[config.mk]
export PLATFORM = sky130hd
export DESIGN_NAME = pc_control_flat
export DESIGN_NICKNAME = d
export VERILOG_FILES = /design/src/rtl/pc_control_if.sv /design/src/rtl/pc_control.sv /design/src/flat_wrapper.sv
export SDC_FILE = /design/constraint.sdc
export NUM_CORES = 1
export LEC_CHECK = 0
export ABC_AREA = 1
export CAP_MARGIN = 20
export CORE_UTILIZATION = 45
export DETAILED_ROUTE_END_ITERATION = 12
export GPL_ROUTABILITY_DRIVEN = 0
export PLACE_DENSITY = 0.79
export SLEW_MARGIN = 10
export SYNTH_ARGS = -nofsm -noshare
export SYNTH_HDL_FRONTEND = slang
export SYNTH_SLANG_ARGS = --single-unit
[constraint.sdc]
create_clock -name clk -period 2.5 [get_ports clk]
set_input_delay 0.25 -clock clk [delete_from_list [all_inputs] [get_ports clk]]
set_output_delay 0.25 -clock clk [all_outputs]
set_load 0.05 [all_outputs]
[src/rtl/pc_control_if.sv]
// pc_control_if: instruction-retire bus between execute, fetch and the PC/flag block.
// The pc_control block drives pc, pc_plus2, flags, taken, halted and state_dbg; the
// execute side drives everything else.
// Optional feature macro: PC_CONTROL_RETIRE_CNT_EN adds the 32-bit retire_cnt signal.
//
// Handshake: there is no ready path. When en=1 in the RUN state, the instruction on
// the inputs retires on that rising clock edge. In HALT, en is ignored.
interface pc_control_if;
  logic        en;
  logic [3:0]  opcode;
  logic [2:0]  ccc;
  logic [8:0]  imm9;
  logic [15:0] br_target;
  logic [15:0] alu_out;
  logic        alu_ovfl;
  logic [15:0] pc;
  logic [15:0] pc_plus2;
  logic [2:0]  flags;
  logic        taken;
  logic        halted;
  logic        state_dbg;
`ifdef PC_CONTROL_RETIRE_CNT_EN
  logic [31:0] retire_cnt;

  modport master (
    output en, opcode, ccc, imm9, br_target, alu_out, alu_ovfl,
    input  pc, pc_plus2, flags, taken, halted, state_dbg, retire_cnt
  );

  modport slave (
    input  en, opcode, ccc, imm9, br_target, alu_out, alu_ovfl,
    output pc, pc_plus2, flags, taken, halted, state_dbg, retire_cnt
  );
`else
  modport master (
    output en, opcode, ccc, imm9, br_target, alu_out, alu_ovfl,
    input  pc, pc_plus2, flags, taken, halted, state_dbg
  );

  modport slave (
    input  en, opcode, ccc, imm9, br_target, alu_out, alu_ovfl,
    output pc, pc_plus2, flags, taken, halted, state_dbg
  );
`endif
endinterface

[src/rtl/pc_control.sv]
// pc_control: program counter, {Z,V,N} flag register and the run/halt state of the
// 16-bit single-cycle CPU. It evaluates B/BR conditions and selects the next PC.
// Optional feature macro: PC_CONTROL_RETIRE_CNT_EN adds a 32-bit retired-instruction
// counter on bus.retire_cnt.
module pc_control #(
  parameter logic [15:0] PC_RESET = 16'h0000
) (
  input  logic          clk,
  input  logic          rst_n,
  pc_control_if.slave   bus
);

  localparam logic [3:0] OP_ADD = 4'h0;
  localparam logic [3:0] OP_SUB = 4'h1;
  localparam logic [3:0] OP_XOR = 4'h2;
  localparam logic [3:0] OP_SLL = 4'h4;
  localparam logic [3:0] OP_SRA = 4'h5;
  localparam logic [3:0] OP_ROR = 4'h6;
  localparam logic [3:0] OP_B   = 4'hC;
  localparam logic [3:0] OP_BR  = 4'hD;
  localparam logic [3:0] OP_HLT = 4'hF;

  typedef enum logic [0:0] {
    ST_RUN  = 1'b0,
    ST_HALT = 1'b1
  } state_t;

  state_t      r_state;
  state_t      w_state_nxt;
  logic [15:0] r_pc;
  logic [15:0] w_pc_nxt;
  logic [2:0]  r_flags;
  logic [2:0]  w_flags_nxt;

  logic        w_z;
  logic        w_v;
  logic        w_n;
  logic        w_cond_true;
  logic        w_is_branch;
  logic        w_retire;
  logic [15:0] w_pc_plus2;
  logic [15:0] w_b_offset;
  logic [15:0] w_b_target;

  // Flag register layout is {Z,V,N}.
  assign w_z = r_flags[2];
  assign w_v = r_flags[1];
  assign w_n = r_flags[0];

  // An instruction retires only when presented with en=1 while running.
  assign w_retire = (r_state == ST_RUN) && bus.en;

  // PC arithmetic is 16-bit and wraps silently.
  assign w_pc_plus2 = r_pc + 16'd2;
  assign w_b_offset = {{6{bus.imm9[8]}}, bus.imm9, 1'b0};
  assign w_b_target = w_pc_plus2 + w_b_offset;

  assign w_is_branch = (bus.opcode == OP_B) || (bus.opcode == OP_BR);

  // Condition decode against the flags as they stand before this instruction.
  always_comb begin
    w_cond_true = 1'b0;
    unique case (bus.ccc)
      3'b000:  w_cond_true = ~w_z;
      3'b001:  w_cond_true = w_z;
      3'b010:  w_cond_true = ~w_z & ~w_n;
      3'b011:  w_cond_true = w_n;
      3'b100:  w_cond_true = w_z | ~w_n;
      3'b101:  w_cond_true = w_z | w_n;
      3'b110:  w_cond_true = w_v;
      3'b111:  w_cond_true = 1'b1;
      default: w_cond_true = 1'b0;
    endcase
  end

  // Run/halt FSM next state and next PC; HALT is left only through reset.
  always_comb begin
    w_state_nxt = r_state;
    w_pc_nxt    = r_pc;
    unique case (r_state)
      ST_RUN: begin
        if (bus.en) begin
          unique case (bus.opcode)
            OP_B:    w_pc_nxt = w_cond_true ? w_b_target : w_pc_plus2;
            OP_BR:   w_pc_nxt = w_cond_true ? bus.br_target : w_pc_plus2;
            OP_HLT:  begin
              w_state_nxt = ST_HALT;
              w_pc_nxt    = r_pc;
            end
            default: w_pc_nxt = w_pc_plus2;
          endcase
        end
      end
      ST_HALT: begin
        w_state_nxt = ST_HALT;
        w_pc_nxt    = r_pc;
      end
      default: begin
        w_state_nxt = ST_RUN;
        w_pc_nxt    = r_pc;
      end
    endcase
  end

  // Next flag value: arithmetic ops set all three, logical/shift ops set Z only.
  always_comb begin
    w_flags_nxt = r_flags;
    if (w_retire) begin
      unique case (bus.opcode)
        OP_ADD, OP_SUB: begin
          w_flags_nxt[2] = (bus.alu_out == 16'h0000);
          w_flags_nxt[1] = bus.alu_ovfl;
          w_flags_nxt[0] = bus.alu_out[15];
        end
        OP_XOR, OP_SLL, OP_SRA, OP_ROR: begin
          w_flags_nxt[2] = (bus.alu_out == 16'h0000);
        end
        default: w_flags_nxt = r_flags;
      endcase
    end
  end

  // State, PC and flag registers with asynchronous reset.
  always_ff @(posedge clk or negedge rst_n) begin
    if (!rst_n) begin
      r_state <= ST_RUN;
      r_pc    <= PC_RESET;
      r_flags <= 3'b000;
    end else begin
      r_state <= w_state_nxt;
      r_pc    <= w_pc_nxt;
      r_flags <= w_flags_nxt;
    end
  end

`ifdef PC_CONTROL_RETIRE_CNT_EN
  logic [31:0] r_retire_cnt;

  // Retired-instruction counter; the HLT itself counts once, then the count freezes.
  always_ff @(posedge clk or negedge rst_n) begin
    if (!rst_n) begin
      r_retire_cnt <= 32'd0;
    end else if (w_retire) begin
      r_retire_cnt <= r_retire_cnt + 32'd1;
    end
  end

  assign bus.retire_cnt = r_retire_cnt;
`endif

  assign bus.pc        = r_pc;
  assign bus.pc_plus2  = w_pc_plus2;
  assign bus.flags     = r_flags;
  assign bus.taken     = (r_state == ST_RUN) && w_is_branch && w_cond_true;
  assign bus.halted    = (r_state == ST_HALT);
  assign bus.state_dbg = r_state;

endmodule

[src/flat_wrapper.sv]
// flat-port wrapper written by rule: the top's interface ports become plain ports
module pc_control_flat 
#(
  parameter logic [15:0] PC_RESET = 16'h0000
)
  (clk, rst_n, bus_en, bus_opcode, bus_ccc, bus_imm9, bus_br_target, bus_alu_out, bus_alu_ovfl, bus_pc, bus_pc_plus2, bus_flags, bus_taken, bus_halted, bus_state_dbg);
  pc_control_if bus_i ();
  input  logic clk;
  input  logic rst_n;
  input wire logic [$bits(bus_i.en)-1:0] bus_en;
  input wire logic [$bits(bus_i.opcode)-1:0] bus_opcode;
  input wire logic [$bits(bus_i.ccc)-1:0] bus_ccc;
  input wire logic [$bits(bus_i.imm9)-1:0] bus_imm9;
  input wire logic [$bits(bus_i.br_target)-1:0] bus_br_target;
  input wire logic [$bits(bus_i.alu_out)-1:0] bus_alu_out;
  input wire logic [$bits(bus_i.alu_ovfl)-1:0] bus_alu_ovfl;
  output wire logic [$bits(bus_i.pc)-1:0] bus_pc;
  output wire logic [$bits(bus_i.pc_plus2)-1:0] bus_pc_plus2;
  output wire logic [$bits(bus_i.flags)-1:0] bus_flags;
  output wire logic [$bits(bus_i.taken)-1:0] bus_taken;
  output wire logic [$bits(bus_i.halted)-1:0] bus_halted;
  output wire logic [$bits(bus_i.state_dbg)-1:0] bus_state_dbg;
  assign bus_i.en = bus_en;
  assign bus_i.opcode = bus_opcode;
  assign bus_i.ccc = bus_ccc;
  assign bus_i.imm9 = bus_imm9;
  assign bus_i.br_target = bus_br_target;
  assign bus_i.alu_out = bus_alu_out;
  assign bus_i.alu_ovfl = bus_alu_ovfl;
  assign bus_pc = bus_i.pc;
  assign bus_pc_plus2 = bus_i.pc_plus2;
  assign bus_flags = bus_i.flags;
  assign bus_taken = bus_i.taken;
  assign bus_halted = bus_i.halted;
  assign bus_state_dbg = bus_i.state_dbg;
  pc_control #(.PC_RESET(PC_RESET)) u_core (.clk(clk), .rst_n(rst_n), .bus(bus_i));
endmodule
* After elaboration in Yosys (flattened, before gate mapping) *
Index checks and enable logic that the tools add are counted.

operators by class
  add/subtract/negate cells = 2
  equality and inequality tests = 17
  mux-type cells = 9
  bitwise logic cells = 6
  reduce and logical (&&, ||, !) cells = 12

operators by type and width
  kind                     count
  $mux W16                 4
  $pmux W16 S3             1
  $add A16 B16 Y16         1
  $add A16 B2 Y16 const B  1
  $logic_not A16 Y1        1
  $eq A3 B3 Y1 const B     4
  $eq A4 B3 Y1 const B     3
  $eq A4 B4 Y1 const B     3
  $pmux W1 S8              1
  $eq A3 B2 Y1 const B     2
  $reduce_or A6 Y1         1
  $eq A4 B1 Y1 const B     1
  $eq A4 B2 Y1 const B     1
  $logic_not A4 Y1         1
  $ne A2 B2 Y1 const B     2
  $reduce_and A2 Y1        2
  $eq A3 B1 Y1 const B     1
  $logic_and A1 B1 Y1      3
  $logic_not A3 Y1         1
  $not A1 Y1               3
  $reduce_and A3 Y1        1
  $mux W1                  2
  $or A1 B1 Y1             2
  $pmux W1 S2              1
  3 further kinds          3

storage, ports and cells
  register bits = 20
  output and inout bits = 38
  word-level logic and storage cells = 50

* Logic depth before layout (Yosys ltp) *
Gate-level depths: netlist (run 1).

  depth in word-level cells = 7
  depth in mapped cells = 18
  mapped depth without buffers = 18

* Worst setup path after synthesis (run 1) *
No wires, ideal clock.

  path kind = register to register
  start = register u_core.r_pc[1] (netlist: u_core.bus.pc[1])
  end = register u_core.r_pc[15] (netlist: u_core.bus.pc[15])
  library setup time = 0.078 ns
  arrival = 3.496 ns
  data required time = 2.422 ns
  path slack = -1.074 ns
  cell stages (with the launch flop) = 15
  path buffers = 0
  clock period less this slack = 3.574 ns
  cells stage by stage = dfrtp_1 > inv_1 > nor3_4 > nand2_1 > xor2_1 > ha_1 > a21oi_1 > nand2_1 > a21oi_1 > nand2_1 > inv_1 > nand2_1 > nand3_1 > nand3_1 > a21oi_1

between the ends
  word-level cells in the longest chain between the ends = 6

RTL lines
  item                       line                RTL
  start: declaration         pc_control.sv:30    logic [15:0] r_pc;
  start signal: assignment   pc_control.sv:131   r_pc <= w_pc_nxt;
  $add A16 B2 Y16            pc_control.sv:54    assign w_pc_plus2 = r_pc + 16'd2;
  named net bus_pc_plus2[1]  flat_wrapper.sv:18  output wire logic [$bits(bus_i.pc_plus2)-1:0] bus_pc_plus2;
  $add A16 B16 Y16           pc_control.sv:56    assign w_b_target = w_pc_plus2 + w_b_offset;
  $mux W16                   pc_control.sv:84    OP_B: w_pc_nxt = w_cond_true ? w_b_target : w_pc_plus2;
  $pmux W16 S3               pc_control.sv:83    unique case (bus.opcode)
  $mux W16                   pc_control.sv:82    if (bus.en) begin
  $mux W16                   pc_control.sv:80    unique case (r_state)

The timed path passes the listed nets, and every way through them passes these cells. The select of a mux whose other input is x is not followed.
A chain may end at the register's enable or synchronous reset.

* Worst setup path in the final report (run 1) *
  start = register u_core.r_pc[1] (netlist: u_core.bus.pc[1])
  end = register u_core.r_pc[12] (netlist: u_core.bus.pc[12])

between the ends
  word-level cells in the longest chain between the ends = 6

RTL lines
  item               line
  $add A16 B2 Y16 *  pc_control.sv:54
  $add A16 B16 Y16   pc_control.sv:56
  $mux W16           pc_control.sv:84
  $pmux W16 S3 *     pc_control.sv:83
  $mux W16 *         pc_control.sv:82
  $mux W16 *         pc_control.sv:80

Mark *: on every way between the ends. The rest lies on a longest branch, timed or not. The select of a mux whose other input is x is not followed.

==> results.cfg, run 1 <==
[power]
power_switching_mw = 3.81
p_clk_share_pct = 3.6
powerDensity_nw_per_um2 = 1580
power_mw = 6.55
irDropWorstVdd_mv = 0.809
p_leak_nw = 1.82
seq_power_share_pct = 9.6
p_int_mw = 2.74
p_sw_share_pct = 58.1
pwr-share-comb_pct = 86.8

[final_layout]
final_core_util_pct = 80.9
drive_above_1_share_pct = 30.1
fin_area_um2 = 4130
syn_to_final_growth_pct = 73.8
antenna_cells = 0
instances_no_fill = 568
nets = 567

[logic_synthesis]
synth_edf_count = 0
synth_top_family_by_area = simple AND/OR/NAND/NOR gates
async_flop_share_pct = 100
ys_types = 41
ys_seq_elements = 20
syn_avg_cell_area_um2 = 6.24
syn_nets = 449
synth_ff_type = dfrtp_1
synthAdderAreaFrac_pct = 8.73
synth_xor_area_share_pct = 5.16
ys_seq_area_share_pct = 21.0
synth_cells = 381
yosys_warnings = 0
synth_compound_area_share_pct = 13.4
synthSimpleGateAreaFrac_pct = 41.5
synthMuxAreaShare_pct = 0.473
netlist_area_um2 = 2380

[critical_path]
cp_common_cell = nand3_1
r2r_cells = 13
arrival_ns = 2.75
crit_fanout = 5
critPathSlowestCell = dfrtp_2
cp_cell_sequence = clkinvlp_4 -> nor3_4 -> xor2_2 -> inv_2 -> ha_4 -> nand2_1 -> nor2_1 -> nand3_2 -> nand3_1 -> nand2_1 -> nand3_1 -> nand3_1 -> a21oi_1
end_kind = flop
path_class = flop to flop
cp-start-kind = flop
critPathMaxStageDelay_ns = 0.43
r2r-start = u_core.bus.pc[1]
cp-startpoint = u_core.bus.pc[1]
cp.required_ns = 2.70

[min_path]
hold_path_class = primary input to async pin

[timing]
max_freq_mhz = 393
clock_skew_ns = 0.00749
worstMarginPinSlew_ns = 0.519
fin_crit_sh_pct = 102
relSlewSlack_pct = 65.3
worst_slack_ns = -0.0450
min_period_ns = 2.54
finalMaxSlewViolations = 0
setup_viol = 3
grt_setup_unrepaired = true
hold_viol_final = 0

[routing]
via_per_inst = 5.49
routed_wl_um = 9000
wl_per_cell_um = 15.8
route.detailed.drc = 0
drt_first_pass_iters = 5
vias = 3118
drt_iter0_drc = 172
ant_nets = 0

[global_routing]
grt-ovfl-total = 0
grt_pass1_vias = 2812
grt_pass1_wl_um = 12700
grt_usage_pct = 30.3
antenna_found_initial = 0
grt_max_degree = 23

[floorplan]
num_rows = 26
start_util_pct = 46.6
core_um2 = 5110
fp.dieH_um = 74.7
die-area_um2 = 5580
ios = 90
dieWidth_um = 74.7

[clock_tree]
clock-sinks = 20
root_buffer = clkbuf_8
cts_buffers = 3
ctsLongestPathBuffers = 2
cts_tree = done
clk_latency_ns = 0.27
cts_htree_levels = 1
clkTransAtPathRegs_ns = 0.09

[placed_design]
dp_cells = 557
hpwl_um = 6850
placedInstanceArea_um2 = 3770
portBuffers = 89

[flow_run]
max_cap_viol_count = 0

[status]
status = complete, but fails checks
failed_checks = negative setup slack
state kept, by name (all words and copies together), names as in the netlist:
| name | count |
|---|---|
| u_core.bus.pc | 16 |
| u_core.bus.halted | 1 |
| u_core.bus.flags | 3 |
metrics by stage:
step | setup TNS [ns] | hold WS [ns] | worst slack (ns)
2_1_floorplan | -2.33 | -0.0456 | -0.376
3_3_place_gp | -0.00448 | 0.515 | -0.00448
3_5_place_dp | -0.0521 | 0.524 | -0.0521
4_1_cts | 0 | 0.336 | 0.0126
5_1_grt | -0.851 | 0.370 | -0.150
6_report | -0.0727 | 0.321 | -0.0450
cell families after synthesis:
| kind of cell | after synthesis |
|---|---|
| AO/OA/AOI/OAI | 57 |
| XOR/XNOR | 14 |
| adder cells (fa/ha/maj) | 16 |
| buffers and inverters | 54 |
| flip-flops | 20 |
| multiplexers | 1 |
| AND/OR/NAND/NOR | 219 |
critical path, delay by kind of cell, from the launching register on:
kind / cells / cell delay (ns)
buffers and inverters: 2 / 0.23
DFF: 1 / 0.43
AOI/OAI and AO/OA: 1 / 0.13
adders and majority gates: 1 / 0.31
and+or+nand+nor: 8 / 1.12
xor gates and xnor gates: 1 / 0.23
cell type report:
class	count	area, um2
multi-input combinational	307	2180
timing repair buffer	120	1120
fill	361	973
sequential	20	510
inverter	47	185
tap	70	87.6
clock buffer	4	45.0
placed cells by master (no fill, tap or decap), types with 8 or more instances in the layout:
cell type / n
dfrtp_2: 8
buf_4: 40
a21oi_1: 18
ha_4: 12
nand3_2: 12
nand3_1: 20
inv_1: 37
a21oi_2: 12
dfrtp_1: 12
nand2_2: 15
clkdlybuf4s50_1: 77
nand2_1: 99
nor2_1: 38
power groups by stage:
stage	logic (mW)	registers (mW)	clock network (mW)
final	5.69	0.629	0.236
after global routing	6.03	0.643	0.242
after CTS	5.05	0.622	0.230
after detailed placement	4.96	0.628	0
after global placement	4.90	0.619	0
after floorplan	2.96	1.11	0
per-layer routing:
metal	track usage, %	vias up	share of wire, %
met1	37.8	1448	42
met4	8.60	0	2.1
met2	53.8	156	49
met5	0	-	0
li1	-	1491	-
met3	5.22	23	7.1
Yosys cell counts (all sizes together) (2+ instances only):
| master | number | area [um2] |
|---|---|---|
| a21o | 2 | 15.0 |
| a21oi | 32 | 160 |
| a31oi | 4 | 25.0 |
| a41oi | 2 | 17.5 |
| buf | 7 | 52.5 |
| dfrtp | 20 | 500 |
| ha | 15 | 188 |
| inv | 46 | 173 |
| nand2 | 118 | 458 |
| nand3 | 33 | 180 |
| nand4 | 7 | 43.8 |
| nor2 | 45 | 181 |
| nor3 | 8 | 67.6 |
| nor4 | 4 | 25.0 |
| o21ai | 11 | 55.1 |
| or2 | 2 | 12.5 |
| xnor2 | 5 | 43.8 |
| xor2 | 9 | 78.8 |
final timing paths:
check,endpoint,slack [ns]
setup / recovery,u_core.bus.pc[12],-0.04
hold / removal,u_core.bus.halted,0.32
setup reg to reg,u_core.bus.pc[12],-0.04
hold reg to reg,u_core.bus.pc[0],0.55
max in group asynchronous,u_core.bus.pc[4],1.93
min in group clk,u_core.bus.pc[0],0.54
what timing repair did:
item,in CTS,in global routing
pin swaps,3,28
gates cloned,0,0
hold buffers,0,0
resized for setup,4,56
setup buffers,0,7
endpoints found under the setup margin,2,10
Note: power is estimated with default switching activity, not from simulation.
==> run 2, diff against run 1 <==
CORE_MARGIN = 3   (was default)
TNS_END_PERCENT = 100   (was default)
==> results.cfg, run 2 (synthesis results as in run 1) <==
[status]
status = complete, but fails checks
failed_checks = negative setup slack

[clock_tree]
cts_htree_levels = 1
ctsLongestPathBuffers = 2
clk_latency_ns = 0.27
clock-sinks = 20
root_buffer = clkbuf_8
clkTransAtPathRegs_ns = 0.08
cts_tree = done
cts_hold_buf = 0
cts_buffers = 3

[routing]
wl_per_cell_um = 16.6
ant_nets = 0
vias = 3166
via_per_inst = 5.58
routed_wl_um = 9410
drt_first_pass_iters = 5
route.detailed.drc = 0
drt_iter0_drc = 216

[power]
pwr-share-comb_pct = 86.8
p_int_mw = 2.74
irDropWorstVdd_mv = 0.851
p_leak_nw = 1.82
powerDensity_nw_per_um2 = 1600
seq_power_share_pct = 9.6
p_clk_share_pct = 3.6
power_switching_mw = 3.83
p_sw_share_pct = 58.3

[placed_design]
placedInstanceArea_um2 = 3760
hpwl_um = 7030
portBuffers = 89

[timing]
grt_setup_unrepaired = true
min_period_ns = 2.58
max_freq_mhz = 387
worstMarginPinSlew_ns = 0.532
fin_crit_sh_pct = 103
finalMaxSlewViolations = 0
tns_ns = -0.168
setup_viol = 4
clock_skew_ns = 0.00254
relSlewSlack_pct = 64.4
worst_slack_ns = -0.0830
hold_viol_final = 0

[floorplan]
fp.dieH_um = 78.7
start_util_pct = 48.4
dieWidth_um = 78.7
die-area_um2 = 6190
core_um2 = 4910
ios = 90
num_rows = 25

[critical_path]
arrival_ns = 2.78
cp-start-kind = flop
end_kind = flop
crit_family = simple AND/OR/NAND/NOR gates
cp_cell_sequence = ha_4 -> nand3_4 -> nor2_4 -> nand3b_1 -> xor2_4 -> ha_4 -> nand2_2 -> nor2_2 -> nand3_2 -> nand2_1 -> nand2_1 -> nand3_2 -> nand3_2 -> a21oi_2
critPathSlowestCell = dfrtp_2
path_class = flop to flop
critPathMaxStageDelay_ns = 0.45
cp.required_ns = 2.70
critPathBufInv = 0
crit_fanout = 5
cp_common_cell = nand3_2

[global_routing]
grt_pass1_wl_um = 13800
grt-ovfl-total = 0
grt_usage_pct = 27.9
antenna_found_initial = 0
grt_max_degree = 23
grt_pass1_vias = 3001

[final_layout]
nets = 569
syn_to_final_growth_pct = 72.7
antenna_cells = 0
drive_above_1_share_pct = 30.2
layout_common_cells = nand2_1, clkdlybuf4s50_1, buf_4
fill_cells = 322
layout_commonest_cell = nand2_1
fin_area_um2 = 4110
largest_reg_flops = 16

[min_path]
hold_path_class = primary input to async pin

[flow_run]
max_cap_viol_count = 0
[run 2: changes by cell type in the layout (fill, tap and decap cells not counted), sizes merged]
cell	delta
buf	+2
clkdlybuf4s50	+1
dlymetal6s2s	-1
[run 2: metrics by stage]
stage               hold WS, ns  total power, mW  utilization, %  instances  worst slack, ns
finish                    0.330             6.57            83.6        567          -0.0830
global route              0.351             6.94            83.6        567           -0.164
CTS                       0.338             5.89            78.2        559          0.00139
detailed placement        0.510             5.56            76.5        553          -0.0724
global placement          0.513             5.48            76.5        553           0.0397
floorplan               -0.0456             4.06               -        381           -0.376
[run 2: path summary, 6_finish.rpt]
path,from,end,slack [ns],depth (start not counted)
hold / removal,rst_n,u_core.bus.flags[1],0.33,2
setup / recovery,u_core.bus.pc[1],u_core.bus.pc[14],-0.08,14
hold reg to reg,u_core.bus.halted,u_core.bus.halted,0.54,1
max in group asynchronous,rst_n,u_core.bus.pc[8],1.92,2
min in group clk,u_core.bus.halted,u_core.bus.halted,0.54,1
setup reg to reg,u_core.bus.pc[1],u_core.bus.pc[14],-0.08,14
[run 2: area by class of cell]
type | instances | area (um2) | share of cell area [%]
Clock buffer | 4 | 45.0 | 1.10
Inverter | 47 | 185 | 4.51
Multi-Input combinational cell | 307 | 2150 | 52.3
Sequential cell | 20 | 510 | 12.4
Tap cell | 67 | 83.8 | 2.04
Timing Repair Buffer | 122 | 1140 | 27.7
[run 2: power groups by stage]
stage	clock network [mW]	logic [mW]	registers (mW)
after CTS	0.233	5.03	0.627
after floorplan	0	2.96	1.11
after global routing	0.247	6.04	0.648
after detailed placement	0	4.93	0.630
final	0.237	5.70	0.630
after global placement	0	4.86	0.623
[run 2: per-layer routing]
metal	GRT usage, %	routed length [um]
met1	36.2	3850
met2	49.4	4680
met3	3.85	746
met4	5.94	134
met5	0	0
[run 2: repair_timing]
action / 4_1_cts / 5_1_grt
gates resized for setup: 3 / 54
buffers inserted: 2 / 8
endpoints found under the setup margin: 4 / 9
pin swaps: 3 / 25
